==> config.mk <==
export PLATFORM = sky130hd
export DESIGN_NAME = shift_arbiter_flat
export DESIGN_NICKNAME = d
export VERILOG_FILES = /design/src/rtl/shift_arbiter_if.sv /design/src/rtl/shift_arbiter.sv /design/src/flat_wrapper.sv
export SDC_FILE = /design/constraint.sdc
export NUM_CORES = 1
export LEC_CHECK = 0
export BUFFER_PORTS_ARGS = -buffer_cell sky130_fd_sc_hd__clkbuf_2
export CORE_MARGIN = 2
export CORE_UTILIZATION = 35
export DETAILED_ROUTE_END_ITERATION = 16
export PLACE_DENSITY = 0.57
export SLEW_MARGIN = 25
export SYNTH_ARGS = -nofsm -noshare
export SYNTH_HDL_FRONTEND = slang
export SYNTH_SLANG_ARGS = --single-unit
==> constraint.sdc <==
create_clock -name clk -period 1.9 [get_ports clk]
set_input_delay 0.095 -clock clk [delete_from_list [all_inputs] [get_ports clk]]
set_output_delay 0.095 -clock clk [all_outputs]
set_load 0.02 [all_outputs]
==> src/rtl/shift_arbiter_if.sv <==
// Requester/response bundle for the shared shifter arbiter.
// The master side is the requester/consumer; the slave side is the arbiter.
interface shift_arbiter_if #(
  parameter int N   = 4,
  parameter int W   = 4,
  parameter int SHW = 2
);
  localparam int IDW = (N > 1) ? $clog2(N) : 1;

  logic [N-1:0]     req;
  logic [N*W-1:0]   req_data;
  logic [N*SHW-1:0] req_shamt;
  logic [N-1:0]     req_ack;
  logic             resp_valid;
  logic             resp_ready;
  logic [W-1:0]     resp_data;
  logic [IDW-1:0]   resp_id;
  logic             resp_ovf;
  logic             busy;

  modport master (
    output req, req_data, req_shamt, resp_ready,
    input  req_ack, resp_valid, resp_data, resp_id, resp_ovf, busy
  );

  modport slave (
    input  req, req_data, req_shamt, resp_ready,
    output req_ack, resp_valid, resp_data, resp_id, resp_ovf, busy
  );
endinterface

==> src/rtl/shift_arbiter.sv <==
// One W-bit left shifter shared round-robin among N requesters, one transaction
// in flight, LAT-cycle shift stage and a held valid/ready response.
module shift_arbiter #(
  parameter int N   = 4,
  parameter int W   = 4,
  parameter int SHW = 2,
  parameter int LAT = 1
) (
  input  logic           clk,
  input  logic           rst_n,
  shift_arbiter_if.slave bus
);
  localparam int IDW  = (N > 1) ? $clog2(N) : 1;
  localparam int CNTW = $clog2(LAT + 1);

  typedef enum logic [1:0] {
    ST_IDLE  = 2'd0,
    ST_SHIFT = 2'd1,
    ST_RESP  = 2'd2
  } state_t;

  state_t          r_state;
  state_t          w_state_nxt;
  logic [IDW-1:0]  r_rr_ptr;
  logic [IDW-1:0]  r_id;
  logic [W-1:0]    r_data;
  logic [SHW-1:0]  r_shamt;
  logic [CNTW-1:0] r_cnt;
  logic            r_resp_valid;
  logic [W-1:0]    r_resp_data;
  logic [IDW-1:0]  r_resp_id;
  logic            r_resp_ovf;
  logic            w_gnt_vld;
  logic [IDW-1:0]  w_gnt_id;
  logic [IDW:0]    w_sum;
  logic [IDW-1:0]  w_idx;
  logic [W-1:0]    w_sel_data;
  logic [SHW-1:0]  w_sel_shamt;
  logic [N-1:0]    w_ack;
  logic            w_accept;
  logic            w_shift_done;
  logic            w_resp_hs;
  logic [W:0]      w_result;
  logic [IDW-1:0]  w_rr_nxt;

  // Returns {ovf, result}; shifts of W or more push every data bit out.
  function automatic logic [W:0] shl_ovf(input logic [W-1:0] d, input logic [SHW-1:0] s);
    logic [2*W-1:0] full;
    full = {{W{1'b0}}, d} << s;
    if (32'(s) >= 32'(W)) begin
      shl_ovf = {(d != {W{1'b0}}), {W{1'b0}}};
    end else begin
      shl_ovf = {(full[2*W-1:W] != {W{1'b0}}), full[W-1:0]};
    end
  endfunction

  // Round-robin pick: scan offsets high to low so the nearest set bit wins.
  always_comb begin
    w_gnt_vld = 1'b0;
    w_gnt_id  = {IDW{1'b0}};
    w_sum     = {(IDW+1){1'b0}};
    w_idx     = {IDW{1'b0}};
    for (int k = N - 1; k >= 0; k--) begin
      w_sum = {1'b0, r_rr_ptr} + (IDW+1)'(k);
      w_idx = (w_sum >= (IDW+1)'(N)) ? IDW'(w_sum - (IDW+1)'(N)) : IDW'(w_sum);
      if (bus.req[w_idx]) begin
        w_gnt_vld = 1'b1;
        w_gnt_id  = w_idx;
      end else begin
        w_gnt_vld = w_gnt_vld;
      end
    end
  end

  // Operand mux for the granted requester.
  always_comb begin
    w_sel_data  = {W{1'b0}};
    w_sel_shamt = {SHW{1'b0}};
    for (int k = 0; k < N; k++) begin
      if (w_gnt_id == IDW'(k)) begin
        w_sel_data  = bus.req_data[k*W +: W];
        w_sel_shamt = bus.req_shamt[k*SHW +: SHW];
      end else begin
        w_sel_data  = w_sel_data;
      end
    end
  end

  // Acknowledge is combinational, IDLE-only, and forced low while in reset.
  always_comb begin
    w_ack = {N{1'b0}};
    if ((r_state == ST_IDLE) && w_gnt_vld && rst_n) begin
      w_ack[w_gnt_id] = 1'b1;
    end else begin
      w_ack = {N{1'b0}};
    end
  end

  // Next-state decode and transaction events.
  always_comb begin
    w_state_nxt  = r_state;
    w_accept     = 1'b0;
    w_shift_done = 1'b0;
    w_resp_hs    = 1'b0;
    case (r_state)
      ST_IDLE: begin
        if (w_gnt_vld) begin
          w_state_nxt = ST_SHIFT;
          w_accept    = 1'b1;
        end else begin
          w_state_nxt = ST_IDLE;
        end
      end
      ST_SHIFT: begin
        if (r_cnt == CNTW'(1)) begin
          w_state_nxt  = ST_RESP;
          w_shift_done = 1'b1;
        end else begin
          w_state_nxt = ST_SHIFT;
        end
      end
      ST_RESP: begin
        if (r_resp_valid && bus.resp_ready) begin
          w_state_nxt = ST_IDLE;
          w_resp_hs   = 1'b1;
        end else begin
          w_state_nxt = ST_RESP;
        end
      end
      default: w_state_nxt = ST_IDLE;
    endcase
  end

  // State register.
  always_ff @(posedge clk or negedge rst_n) begin
    if (!rst_n) begin
      r_state <= ST_IDLE;
    end else begin
      r_state <= w_state_nxt;
    end
  end

  assign w_result = shl_ovf(r_data, r_shamt);
  assign w_rr_nxt = (r_id == IDW'(N - 1)) ? {IDW{1'b0}} : r_id + IDW'(1);

  // Operand capture, latency count, response registers and round-robin pointer.
  always_ff @(posedge clk or negedge rst_n) begin
    if (!rst_n) begin
      r_data       <= {W{1'b0}};
      r_shamt      <= {SHW{1'b0}};
      r_id         <= {IDW{1'b0}};
      r_cnt        <= {CNTW{1'b0}};
      r_resp_valid <= 1'b0;
      r_resp_data  <= {W{1'b0}};
      r_resp_id    <= {IDW{1'b0}};
      r_resp_ovf   <= 1'b0;
      r_rr_ptr     <= {IDW{1'b0}};
    end else begin
      if (w_accept) begin
        r_data  <= w_sel_data;
        r_shamt <= w_sel_shamt;
        r_id    <= w_gnt_id;
        r_cnt   <= CNTW'(LAT);
      end else if (r_state == ST_SHIFT) begin
        r_cnt <= r_cnt - CNTW'(1);
      end
      if (w_shift_done) begin
        r_resp_valid <= 1'b1;
        r_resp_data  <= w_result[W-1:0];
        r_resp_ovf   <= w_result[W];
        r_resp_id    <= r_id;
      end else if (w_resp_hs) begin
        r_resp_valid <= 1'b0;
      end
      if (w_resp_hs) begin
        r_rr_ptr <= w_rr_nxt;
      end
    end
  end

  assign bus.req_ack    = w_ack;
  assign bus.resp_valid = r_resp_valid;
  assign bus.resp_data  = r_resp_data;
  assign bus.resp_id    = r_resp_id;
  assign bus.resp_ovf   = r_resp_ovf;
  assign bus.busy       = (r_state != ST_IDLE);
endmodule

==> src/flat_wrapper.sv <==
// flat-port wrapper written by rule: the top's interface ports become plain ports
module shift_arbiter_flat 
#(
  parameter int N   = 4,
  parameter int W   = 4,
  parameter int SHW = 2,
  parameter int LAT = 1
)
  (clk, rst_n, bus_req, bus_req_data, bus_req_shamt, bus_resp_ready, bus_req_ack, bus_resp_valid, bus_resp_data, bus_resp_id, bus_resp_ovf, bus_busy);
  shift_arbiter_if #(.N(N), .W(W), .SHW(SHW)) bus_i ();
  input  logic clk;
  input  logic rst_n;
  input wire logic [$bits(bus_i.req)-1:0] bus_req;
  input wire logic [$bits(bus_i.req_data)-1:0] bus_req_data;
  input wire logic [$bits(bus_i.req_shamt)-1:0] bus_req_shamt;
  input wire logic [$bits(bus_i.resp_ready)-1:0] bus_resp_ready;
  output wire logic [$bits(bus_i.req_ack)-1:0] bus_req_ack;
  output wire logic [$bits(bus_i.resp_valid)-1:0] bus_resp_valid;
  output wire logic [$bits(bus_i.resp_data)-1:0] bus_resp_data;
  output wire logic [$bits(bus_i.resp_id)-1:0] bus_resp_id;
  output wire logic [$bits(bus_i.resp_ovf)-1:0] bus_resp_ovf;
  output wire logic [$bits(bus_i.busy)-1:0] bus_busy;
  assign bus_i.req = bus_req;
  assign bus_i.req_data = bus_req_data;
  assign bus_i.req_shamt = bus_req_shamt;
  assign bus_i.resp_ready = bus_resp_ready;
  assign bus_req_ack = bus_i.req_ack;
  assign bus_resp_valid = bus_i.resp_valid;
  assign bus_resp_data = bus_i.resp_data;
  assign bus_resp_id = bus_i.resp_id;
  assign bus_resp_ovf = bus_i.resp_ovf;
  assign bus_busy = bus_i.busy;
  shift_arbiter #(.N(N), .W(W), .SHW(SHW), .LAT(LAT)) u_core (.clk(clk), .rst_n(rst_n), .bus(bus_i));
endmodule
* Word level (Yosys, flattened, before mapping)
Index checks and enable logic that the tools add are counted.
Word-level totals: register bits after elaboration 21, input bits 31
Cells by class: mux-type cells 46, add/sub/neg operators 9, shift operators 1, $lt $le $gt $ge 10, equality and inequality tests 6, reductions and logical operators 10
Operators by type and width (number):
- 2-bit two-way mux | 15
- 1-bit two-way mux | 20
- 4-bit two-way mux | 5
- 2-bit by 3-bit less-than comparator with 1-bit output (second input constant) | 5
- 3-bit >= comparator (second input constant) | 3
- 1-bit binary-select mux with 2-bit select | 4
- 2-bit == test (second input constant) | 4
- 4-bit by 2-bit << shifter with 8-bit output | 1
- 2-bit by 1-bit subtractor with 2-bit output (second input constant) | 4
- 2-bit by 2-bit adder with 3-bit output (second input constant) | 2
- 2-bit case mux with 3 select lines | 1
- 2-bit nonzero test | 3
- 2-bit by 1-bit == test with 1-bit output (second input constant) | 2
- 1-bit logical AND | 4
- 2-bit zero test | 2
- 4-bit nonzero test | 1
- 2-bit by 1-bit adder with 3-bit output (second input constant) | 1
- 2-bit by 3-bit >= comparator with 1-bit output (second input constant) | 1
- 2-bit by 1-bit adder with 2-bit output (second input constant) | 1
- 1-bit demux with 2-bit select | 1
- 2-bit by 1-bit >= comparator with 1-bit output (second input constant) | 1
- 1-bit subtractor (second input constant) | 1

* Longest topological paths before layout
Gate-level depths: netlist of the first run.
depth in word-level cells 14, mapped depth 6

* Worst setup path before layout of the first run
Ideal clock, no wire load.
kind flip-flop to flip-flop, from reg u_core.r_rr_ptr[1], to reg u_core.r_shamt[1], slack 0.184 ns, data required time 1.777 ns, stages on the path, launching flop included 7, clock period less this slack 1.716 ns, arrival 1.593 ns, buffers on the path 1, cells stage by stage dfrtp_1 > and2_4 > o211a_4 > nor2_4 > buf_6 > mux2_4 > o221a_1
On the way: cells in the longest elaborated chain, start to end 14, elaborated cells on any way between the ends 41, those cells by class add/sub (7); order compare (4); eq/ne (3); mux (26); reduce/logical (1)
RTL lines:
- start: declaration | RTL line shift_arbiter.sv:24 | logic [IDW-1:0] r_rr_ptr;
- start signal: assignment | RTL line shift_arbiter.sv:157 | r_rr_ptr <= {IDW{1'b0}};
- start signal: assignment | RTL line shift_arbiter.sv:176 | r_rr_ptr <= w_rr_nxt;
- 2-bit by 2-bit adder with 3-bit output | RTL line shift_arbiter.sv:64 | w_sum = {1'b0, r_rr_ptr} + (IDW+1)'(k);
- 3-bit >= comparator / 2-bit by 1-bit subtractor with 2-bit output (equally long branches) | RTL line shift_arbiter.sv:65 | w_idx = (w_sum >= (IDW+1)'(N)) ? IDW'(w_sum - (IDW+1)'(N)) : IDW'(w_sum);
- 2-bit two-way mux | RTL line shift_arbiter.sv:65
- 1-bit binary-select mux with 2-bit select | RTL line shift_arbiter.sv:66 | if (bus.req[w_idx]) begin
- 1-bit two-way mux (implied by the code) | RTL line shift_arbiter.sv:66
- 2-bit two-way mux (4 in series) | RTL line shift_arbiter.sv:66
- 2-bit zero test | RTL line shift_arbiter.sv:80 | if (w_gnt_id == IDW'(k)) begin
- 2-bit two-way mux (4 in series) | RTL line shift_arbiter.sv:80
- end signal: assignment | RTL line shift_arbiter.sv:150 | r_shamt <= {SHW{1'b0}};
- end signal: assignment | RTL line shift_arbiter.sv:161 | r_shamt <= w_sel_shamt;
- end: declaration | RTL line shift_arbiter.sv:27 | logic [SHW-1:0] r_shamt;
Several ways; a longest one is shown, not always the timed one. The select of a mux whose other input is x is not followed. A chain may end at the register's enable or synchronous reset.

* Worst setup path in the final report of the first run
from reg u_core.r_rr_ptr[1], to out bus_req_ack[0]
On the way: cells in the longest elaborated chain, start to end 14, elaborated cells on any way between the ends 39, those cells by class add/sub (7); order compare (6); mux (23); reduce/logical (3)
RTL lines:
- 2-bit by 2-bit adder with 3-bit output | RTL line shift_arbiter.sv:64
- 3-bit >= comparator / 2-bit by 1-bit subtractor with 2-bit output (equally long branches) | RTL line shift_arbiter.sv:65
- 2-bit two-way mux | RTL line shift_arbiter.sv:65
- 1-bit binary-select mux with 2-bit select | RTL line shift_arbiter.sv:66
- 1-bit two-way mux (implied by the code) | RTL line shift_arbiter.sv:66
- 2-bit two-way mux (4 in series) | RTL line shift_arbiter.sv:66
- 2-bit by 3-bit less-than comparator with 1-bit output (implied by the code) / 2-bit by 1-bit >= comparator with 1-bit output (equally long branches) | RTL line shift_arbiter.sv:93 | w_ack[w_gnt_id] = 1'b1;
- 1-bit logical AND (implied by the code) | RTL line shift_arbiter.sv:93
- 1-bit two-way mux (implied by the code) | RTL line shift_arbiter.sv:93
- 1-bit demux with 2-bit select
- 4-bit two-way mux * | RTL line shift_arbiter.sv:92 | if ((r_state == ST_IDLE) && w_gnt_vld && rst_n) begin
- end: declaration | RTL line flat_wrapper.sv:17 | output wire logic [$bits(bus_i.req_ack)-1:0] bus_req_ack;
Every way passes the cells marked *; elsewhere a longest branch is shown, timed or not. The select of a mux whose other input is x is not followed.

==> results of run 1 <==
[registers in the layout, summed over array words and instances, names as in the netlist]
signal and flops:
u_core.bus.resp_data 4, u_core.r_data 4, u_core.bus.resp_id 2, u_core.r_id 2, u_core.r_rr_ptr 2, u_core.r_shamt 2
u_core.r_state 2, u_core.bus.resp_ovf 1, u_core.bus.resp_valid 1, u_core.r_cnt 1
[path summary, 6_finish.rpt]
check / start / end / slack (ns) / cells after the start
worst max-delay path: u_core.r_rr_ptr[1] / bus_req_ack[0] / 0.06 / 6
worst max register to register: u_core.r_rr_ptr[0] / u_core.r_shamt[0] / 0.19 / 5
worst min-delay path: bus_resp_ready / u_core.r_state[1] / 0.08 / 4
min in group asynchronous: rst_n / u_core.r_data[2] / 0.15 / 2
max in group asynchronous: rst_n / u_core.r_state[0] / 1.29 / 3
worst min register to register: u_core.bus.resp_data[1] / u_core.bus.resp_data[1] / 0.49 / 2
[per-layer routing]
metal / vias up / wire length [um] / global-route usage (%) / share of wire [%]
met5: - / 0 / 0 / 0
li1: 556 / - / - / -
met2: 38 / 1253 / 21.54 / 45
met4: 0 / 29 / 4.891 / 1.0
met3: 2 / 136 / 2.143 / 4.8
met1: 494 / 1392 / 21.47 / 50
[layout by cell type, fill, tap and decap left out, types with 3 or more instances in the layout]
| master | count |
|---|---|
| mux2_2 | 6 |
| mux2i_1 | 8 |
| a21oi_1 | 3 |
| nand3_1 | 7 |
| o221ai_1 | 3 |
| buf_4 | 5 |
| nand2_1 | 17 |
| dfrtp_1 | 21 |
| o21ai_0 | 6 |
| inv_1 | 5 |
| clkbuf_4 | 3 |
| clkbuf_2 | 42 |
| nor2_1 | 9 |
| o221a_1 | 3 |
[power by group through the flow]
| stage | clock, mW | sequential [mW] | combinational [mW] |
|---|---|---|---|
| floorplan | 0 | 0.877 | 0.830 |
| global placement | 0 | 0.854 | 1.15 |
| detailed placement | 0 | 0.866 | 1.16 |
| CTS | 0.222 | 0.858 | 1.17 |
| global route | 0.238 | 0.895 | 1.34 |
| finish | 0.210 | 0.862 | 1.21 |
[synth_stat cells, drive strengths merged]
| library cell | count | area share, % |
|---|---|---|
| a211oi | 2 | 1.2 |
| a21o | 1 | 0.61 |
| a21oi | 3 | 1.2 |
| a31oi | 1 | 0.51 |
| and2 | 2 | 1.2 |
| buf | 2 | 1.3 |
| clkbuf | 3 | 0.92 |
| dfrtp | 21 | 43 |
| ha | 1 | 1.0 |
| inv | 6 | 1.8 |
| mux2 | 8 | 7.7 |
| mux2i | 8 | 6.5 |
| nand2 | 18 | 5.7 |
| nand2b | 3 | 2.1 |
| nand3 | 8 | 3.3 |
| nand3b | 2 | 1.2 |
| nand4b | 1 | 0.71 |
| nor2 | 10 | 3.7 |
| nor2b | 1 | 0.51 |
| nor3 | 1 | 0.41 |
| nor4 | 1 | 0.51 |
| o211a | 2 | 2.2 |
| o211ai | 1 | 0.61 |
| o21a | 2 | 1.2 |
| o21ai | 7 | 2.9 |
| o221a | 3 | 2.8 |
| o221ai | 3 | 2.1 |
| o31ai | 2 | 1.2 |
| o41ai | 1 | 0.71 |
| or3 | 1 | 0.51 |
| or4 | 1 | 0.61 |
[worst max-delay path, delay by kind of cell (launching register included)]
kind	cells	cell delay (ns)
AO/OA/AOI/OAI	1	0.23
buffers and inverters	2	0.30
flip-flops	1	0.42
AND/OR/NAND/NOR	3	0.50
[timing repair]
action,in CTS,in global routing
setup buffers,0,1
hold endpoints to repair,21,0
setup endpoints to repair,0,4
hold buffers,1,0
gates resized for setup,0,8
[stage by stage]
step / instances / instance area [um2] / hold WS [ns] / setup slack (ns) / total power, mW
after global routing: 220 / 1575 / 0.09118 / -0.007463 / 2.475
after floorplan: 126 / 1226 / -0.2006 / 0.1836 / 1.707
after CTS: 219 / 1538 / 0.07213 / 0.00009803 / 2.248
after global placement: 214 / 1501 / -0.07118 / 0.2408 / 2.001
after detailed placement: 214 / 1501 / -0.06519 / 0.1905 / 2.028
final: 220 / 1575 / 0.07833 / 0.05517 / 2.278
[cells by family after synthesis]
group / after synthesis / synth area share [%]
buffers and inverters: 11 / 4.081
flip-flops: 21 / 42.86
adder cells (fa/ha/maj): 1 / 1.020
AND/OR/NAND/NOR: 49 / 20.51
AO/OA/AOI/OAI: 28 / 17.35
multiplexers: 16 / 14.18
[cell type report]
class / count / area (um2) / area share (%)
clock buffer: 4 / 26.28 / 1.668
timing repair buffer: 49 / 269.0 / 17.08
inverter: 6 / 22.52 / 1.430
multi-input combinational: 94 / 674.4 / 42.81
tap: 46 / 57.56 / 3.654
sequential: 21 / 525.5 / 33.36
==> metrics.csv, run 1 <==
metric;value;unit
grt_pass1_vias;1030;
cpMaxStageDelayCell;dfrtp_1;
utilization;46.84;%
hold_viol;0;
crit_path_max_incr_delay;0.42;ns
worstPathArrival;1.75;ns
rows;21;
overflow;0;
ys_ff_latch;21;
area_growth;28.47;%
critPathMaxFanout;6;
dp_hpwl;2259;um
crit_chain;buf_6 > o211a_4 > or3_4 > nand3_2 > nor2_1 > clkbuf_2;
vias;1090;
ys_seq_area_share;42.86;%
vdd_drop_max;515.4;uV
fin_setup_tns;0;ns
required;1.80;ns
synth_area;1226;um2
max_cap_viol_count;0;
port-buffer-count;43;
n_fill_cell;350;
drive_above_1_share;39.66;%
rsz0062_at_grt;true;
fp.dieW;63.19;um
pwr-share-clk;9.2;%
fin_crit_sh;97.10;%
max_clock_freq;0.5421;GHz
yosysWarnings;0;
leakagePower;0.7672;nW
cts_buffer_depth;2;
nets;207;
initial_utilization;36.46;%
cts_tree;done;
p_int;1.303;mW
ios;44;
netSwitchingFraction;42.81;%
slew_headroom;67.72;%
tightest_slew;0.4797;ns
die_area;3993;um2
clk_latency;0.29;ns
comb_power_share;52.9;%
maxSlewViolCount;0;
synth_cells;126;
syn_nets;158;
grt_max_degree;19;
dr.pass1.iters;4;
period_minus_slack;1.845;ns
avgSynthCellArea;9.732;um2
end_kind;primary output;
critPathKind;flip-flop to primary output;
cts_buffers;3;
seq_power_share;37.8;%
clock_sinks;21;
hold_class;input port to flip-flop;
drt_wl_total;2811;um
drc;0;
drt_iter0_drc;46;
ant_nets;0;
htreeDepth;1;
die_h;63.19;um
cts-root-buf;clkbuf_4;
viasPerCell;4.955;
status;finished, final reports clean;
clkTransAtPathRegs;0.11;ns
routedWlPerCell;12.78;um
fin_skew;0.003467;ns
antenna_found_initial;0;
final-setup-viol-count;0;
power.switching;0.9753;mW
grt_first_pass_wirelength;4595;um
num_antenna_cells;0;
finalWeightedCongestion;0.8531;
crit_path_start_kind;flip-flop;
coreArea;3363;um2
grt.total_usage;14.49;%
p_per_area;1446;nW/um2
yosysUniqueCellTypes;41;
Note: power is estimated with default switching activity, not from simulation.
==> run 2, diff against run 1 <==
--- a/config.mk
+++ b/config.mk
@@ -10,7 +10,8 @@
 export CORE_UTILIZATION = 35
 export DETAILED_ROUTE_END_ITERATION = 16
 export PLACE_DENSITY = 0.57
-export SLEW_MARGIN = 25
+export REMOVE_ABC_BUFFERS = 1
+export SLEW_MARGIN = 20
 export SYNTH_ARGS = -nofsm -noshare
 export SYNTH_HDL_FRONTEND = slang
 export SYNTH_SLANG_ARGS = --single-unit
==> run 2 against run 1 <==
Wire length grew 0.92%; die area stayed put; core utilization down 0.41 points; first-iteration DRC count fell by 48%; global-route usage grew 0.70 points; sequential power hardly changed; maximum frequency increased by 0.48%; sequential share of layout area increased by 0.29 points; clock skew up 0.0088 ns; critical path depth unchanged; combinational power about the same; critical endpoint unchanged; largest cell class unchanged.
==> metrics.csv, run 2 (synthesized netlist as in run 1, its figures left out) <==
metric;value;unit;change
rsz0062_at_grt;true;;unchanged
fin_setup_tns;0;ns;unchanged
clock_sinks;21;;unchanged
grt_max_degree;19;;unchanged
maxSlewViolCount;0;;unchanged
critPathMaxFanout;6;;unchanged
finalWorstSetupSlack;0.06407;ns;was 0.05517 ns
critPathTopFamily;simple AND/OR/NAND/NOR gates;;unchanged
p_per_area;1445;nW/um2;was 1446 nW/um2
rows;21;;unchanged
max_cap_viol_count;0;;unchanged
n_fill_cell;355;;was 350
comb_power_share;52.5;%;was 52.9%
area_growth;27.35;%;was 28.47%
die_area;3993;um2;unchanged
cts_buffers;3;;unchanged
clk_latency;0.30;ns;was 0.29 ns
overflow;0;;unchanged
ios;44;;unchanged
place_inst;214;;unchanged
grt_first_pass_wirelength;4899;um;was 4595 um
ant_nets;0;;unchanged
num_antenna_cells;0;;unchanged
dp_hpwl;2287;um;was 2259 um
cts_buffer_depth;2;;unchanged
layout_common_cells;clkbuf_2 (40), dfrtp_1 (21), nand2_1 (17), nor2_1 (9), mux2i_1 (8);;was clkbuf_2 (42), dfrtp_1 (21), nand2_1 (17), nor2_1 (9), mux2i_1 (8)
post_cts_buffers;0;;unchanged
layout_commonest_cell;clkbuf_2;;unchanged
cpMaxStageDelayCell;dfrtp_1;;unchanged
pre_cts_slack;0.1994;ns;was 0.1905 ns
critPathKind;flip-flop to primary output;;unchanged
die_h;63.19;um;unchanged
clkTransAtPathRegs;0.10;ns;was 0.11 ns
required;1.80;ns;about the same
p_int;1.286;mW;was 1.303 mW
port-buffer-count;43;;unchanged
fin_area;1562;um2;was 1575 um2
final-setup-viol-count;0;;unchanged
vias;1092;;was 1090
power.switching;0.9697;mW;was 0.9753 mW
htreeDepth;1;;unchanged
finalWeightedCongestion;0.8377;;was 0.8531
netSwitchingFraction;42.98;%;was 42.81%
drt_iter0_drc;24;;was 46
leakagePower;0.7635;nW;was 0.7672 nW
routedWlPerCell;12.95;um;was 12.78 um
grt.total_usage;15.19;%;was 14.49%
max_clock_freq;0.5447;GHz;was 0.5421 GHz
fp.dieW;63.19;um;unchanged
antenna_found_initial;0;;unchanged
crit_path_start_kind;flip-flop;;unchanged
drc;0;;unchanged
crit_buf_inv;2;;unchanged
period_minus_slack;1.836;ns;was 1.845 ns
crit_chain;buf_4 > o211a_4 > or3_4 > nand3_2 > nor2_1 > buf_2;;was buf_6 > o211a_4 > or3_4 > nand3_2 > nor2_1 > clkbuf_2
vdd_drop_max;432.8;uV;was 515.4 uV
crit_path_max_incr_delay;0.40;ns;was 0.42 ns
fin_skew;0.01227;ns;was 0.003467 ns
fin_crit_sh;96.63;%;was 97.10%
viasPerCell;4.986;;was 4.955
instances_no_fill;219;;was 220
worstPathArrival;1.74;ns;was 1.75 ns
dr.pass1.iters;4;;unchanged
initial_utilization;36.46;%;unchanged
coreArea;3363;um2;unchanged
nets;206;;was 207
tightest_slew;0.5431;ns;was 0.4797 ns
drt_wl_total;2837;um;was 2811 um
pwr-share-clk;9.3;%;was 9.2%
hold_viol;0;;unchanged
drive_above_1_share;39.31;%;was 39.66%
dpl_cell_area;1501;um2;unchanged
slew_headroom;63.46;%;was 67.72%
cts_tree;done;;unchanged
seq_power_share;38.2;%;was 37.8%
cts-root-buf;clkbuf_4;;unchanged
grt_pass1_vias;1070;;was 1030
end_kind;primary output;;unchanged
status;finished, final reports clean;;unchanged
hold_class;input port to flip-flop;;unchanged
==> run 2: cell count changes in the layout (fill, tap and decap cells not counted), sizes merged <==
cell    change
buf         +1
clkbuf      -2
==> run 2: per-layer routing <==
metal | vias to the layer above | share of wire [%] | track usage [%]
li1 | 552 | - | -
met1 | 501 | 48 | 21.73
met2 | 33 | 46 | 22.61
met3 | 6 | 4.4 | 2.143
met4 | 0 | 1.9 | 7.065
met5 | - | 0 | 0
==> run 2: stage by stage <==
| stage | util, % | hold WS (ns) | total power, mW |
|---|---|---|---|
| after floorplan | - | -0.2006 | 1.663 |
| after global placement | 44.64 | -0.07163 | 1.996 |
| after detailed placement | 44.64 | -0.06761 | 2.030 |
| after CTS | 45.72 | 0.07028 | 2.248 |
| after global routing | 46.43 | 0.08291 | 2.472 |
| final | 46.43 | 0.07900 | 2.256 |
==> run 2: layout make-up <==
cell class / count / area [um2] / area share, %
inverter: 6 / 22.52 / 1.442
sequential: 21 / 525.5 / 33.65
timing repair buffer: 48 / 255.2 / 16.35
clock buffer: 4 / 26.28 / 1.683
multi-input combinational: 94 / 674.4 / 43.19
tap: 46 / 57.56 / 3.686
==> run 2: power groups by stage <==
stage	sequential [mW]	clock, mW	combinational, mW
5_1_grt	0.904	0.244	1.32
4_1_cts	0.861	0.224	1.16
6_report	0.862	0.210	1.18
3_3_place_gp	0.851	0	1.14
3_5_place_dp	0.872	0	1.16
2_1_floorplan	0.909	0	0.753
==> run 2: repair_timing <==
action,CTS,global route
hold endpoints to repair,21,0
hold buffers,1,0
endpoints found under the setup margin,0,4
resized for setup,0,8
==> run 2: path summary, 6_finish.rpt <==
check / cells past startpoint / startpoint / to / slack (ns)
hold reg to reg: 1 / u_core.r_cnt / u_core.r_state[0] / 0.50
setup / recovery: 6 / u_core.r_rr_ptr[1] / bus_req_ack[0] / 0.06
setup reg to reg: 6 / u_core.r_rr_ptr[1] / u_core.r_data[2] / 0.21
max in group asynchronous: 3 / rst_n / u_core.bus.resp_id[0] / 1.28
hold / removal: 4 / bus_resp_ready / u_core.r_state[1] / 0.08
min in group asynchronous: 2 / rst_n / u_core.r_data[2] / 0.15
==> run 2: tightest hold or removal path, cell delays in order <==
cell      delay (ns)
clkbuf_2        0.09
nand2_1         0.04
nand3b_1        0.07
nand2_1         0.05
==> run 3, diff against run 2 <==
--- a/config.mk
+++ b/config.mk
@@ -5,11 +5,11 @@
 export SDC_FILE = /design/constraint.sdc
 export NUM_CORES = 1
 export LEC_CHECK = 0
-export BUFFER_PORTS_ARGS = -buffer_cell sky130_fd_sc_hd__clkbuf_2
 export CORE_MARGIN = 2
 export CORE_UTILIZATION = 35
 export DETAILED_ROUTE_END_ITERATION = 16
-export PLACE_DENSITY = 0.57
+export DONT_BUFFER_PORTS = 1
+export PLACE_DENSITY = 0.46
 export REMOVE_ABC_BUFFERS = 1
 export SLEW_MARGIN = 20
 export SYNTH_ARGS = -nofsm -noshare
==> constraint.sdc (replaced) <==
create_clock -name clk -period 1.9 [get_ports clk]
set_input_delay 0 -clock clk [delete_from_list [all_inputs] [get_ports clk]]
set_output_delay 0 -clock clk [all_outputs]
set_load 0.02 [all_outputs]
==> run 3 against run 2 <==
Cell count decreased by 8.2%; final area grew 0.64%; non-clock buffer count fell by 18; sequential power grew 10%; wire length increased by 3.3%; first-iteration DRC count up 110%; critical endpoint is now bus_req_ack[2]; largest cell class unchanged; largest power group unchanged; highest routed layer unchanged.
==> metrics.csv, run 3 (synthesized netlist as in run 1, its figures left out) <==
metric;value;unit;change
post_cts_buffers;0;;unchanged
p_per_area;1380;nW/um2;was 1445 nW/um2
clock_sinks;21;;unchanged
crit_path_start_kind;flip-flop;;unchanged
hold_viol;0;;unchanged
vias;1018;;was 1092
period_minus_slack;1.756;ns;was 1.836 ns
dpl_cell_area;1279;um2;was 1501 um2
n_fill_cell;337;;was 355
finalWorstSetupSlack;0.1441;ns;was 0.06407 ns
cts_resized;0;;unchanged
clk_latency;0.31;ns;was 0.30 ns
fin_skew;0.01396;ns;was 0.01227 ns
whs;0.1311;ns;was 0.07900 ns
antenna_found_initial;0;;unchanged
rows;21;;unchanged
tightest_slew;0.5255;ns;was 0.5431 ns
initial_utilization;36.46;%;unchanged
drc;0;;unchanged
grt.total_usage;15.20;%;was 15.19%
clkTransAtPathRegs;0.12;ns;was 0.10 ns
area_growth;28.16;%;was 27.35%
grt_first_pass_wirelength;4671;um;was 4899 um
overflow;0;;unchanged
routedWlPerCell;14.58;um;was 12.95 um
coreArea;3363;um2;unchanged
ios;44;;unchanged
required;1.90;ns;was 1.80 ns
layout_common_cells;dlygate4sd3_1 (26), dfrtp_1 (21), nand2_1 (17), nor2_1 (9);;was clkbuf_2 (40), dfrtp_1 (21), nand2_1 (17), nor2_1 (9), mux2i_1 (8)
viasPerCell;5.065;;was 4.986
end_kind;primary output;;unchanged
worstPathArrival;1.76;ns;was 1.74 ns
layout_commonest_cell;dlygate4sd3_1;;was clkbuf_2
finalWeightedCongestion;0.7544;;was 0.8377
dp_hpwl;2011;um;was 2287 um
cts_buffers;3;;unchanged
slew_headroom;64.86;%;was 63.46%
vdd_drop_max;559.1;uV;was 432.8 uV
cts-root-buf;clkbuf_4;;unchanged
leakagePower;0.6876;nW;was 0.7635 nW
final-setup-viol-count;0;;unchanged
grt_max_degree;22;;was 19
drt_iter0_drc;51;;was 24
htreeDepth;1;;unchanged
cts_buffer_depth;2;;unchanged
ant_nets;0;;unchanged
die_area;3993;um2;unchanged
critPathKind;flip-flop to primary output;;unchanged
maxSlewViolCount;0;;unchanged
fin_crit_sh;92.41;%;was 96.63%
multi_input_area;650.6;um2;was 674.4 um2
fp.dieW;63.19;um;unchanged
max_clock_freq;0.5695;GHz;was 0.5447 GHz
nets;188;;was 206
rsz0062_at_grt;true;;unchanged
pre_cts_slack;0.2107;ns;was 0.1994 ns
critPathMaxFanout;7;;was 6
status;finished, final reports clean;;unchanged
grt_pass1_vias;984;;was 1070
num_antenna_cells;0;;unchanged
drive_above_1_share;13.55;%;was 39.31%
dr.pass1.iters;4;;unchanged
die_h;63.19;um;unchanged
port-buffer-count;0;;was 43
cts_tree;done;;unchanged
hold_class;input port to flip-flop;;unchanged
max_cap_viol_count;0;;unchanged
fin_area;1572;um2;was 1562 um2
total_power;2.168;mW;was 2.256 mW
seqCellArea;525.5;um2;unchanged
drt_wl_total;2931;um;was 2837 um
run 3: what timing repair did:
action,in CTS,in global routing
endpoints found under the setup margin,0,2
hold buffers,24,3
hold endpoints to repair,29,22
run 3: stage by stage:
step                      util, %  std cells   TNS, ns
after floorplan                 -        121         0
after global placement      38.02        170         0
after detailed placement    38.02        170         0
after CTS                   45.98        198         0
after global routing        46.73        201  -0.04674
final                       46.73        201         0
run 3: power breakdown:
part / leakage [nW] / switching (mW) / internal (mW) / total, mW
sequential: 0.253 / 0.297 / 0.653 / 0.950
clock: 0.0177 / 0.144 / 0.0785 / 0.222
combinational: 0.417 / 0.512 / 0.483 / 0.995
run 3: layer usage:
layer	global-route usage, %	up-vias	wire, um
li1	-	516	-
met1	20.18	465	1432
met2	25.00	35	1330
met3	2.857	2	143
met4	4.891	0	25
met5	0	-	0
run 3: final cells by class:
type	count	area share [%]
Sequential cell	21	33.44
Multi-Input combinational cell	94	41.40
Clock buffer	3	1.433
Tap cell	46	3.662
Inverter	6	1.433
Clock inverter	1	0.3185
Timing Repair Buffer	30	18.31
run 3: final timing paths:
check                                   startpoint                     to  slack (ns)  cells past startpoint
min in group asynchronous                    rst_n  u_core.bus.resp_id[0]        0.17                      2
max in group asynchronous                    rst_n     u_core.r_rr_ptr[0]        1.40                      2
worst min register to register        u_core.r_cnt      u_core.r_state[0]        0.49                      1
worst min-delay path                    bus_req[1]           u_core.r_cnt        0.13                      4
worst max register to register  u_core.r_rr_ptr[0]      u_core.r_shamt[0]        0.21                      5
worst max-delay path             u_core.r_state[1]         bus_req_ack[2]        0.14                      4
run 3: worst max-delay path: stages (launching register included):
cell and delay, ns:
dfrtp_1 0.45, nor2_1 0.22, and2_1 0.31, nand3_1 0.15, nor2_1 0.33
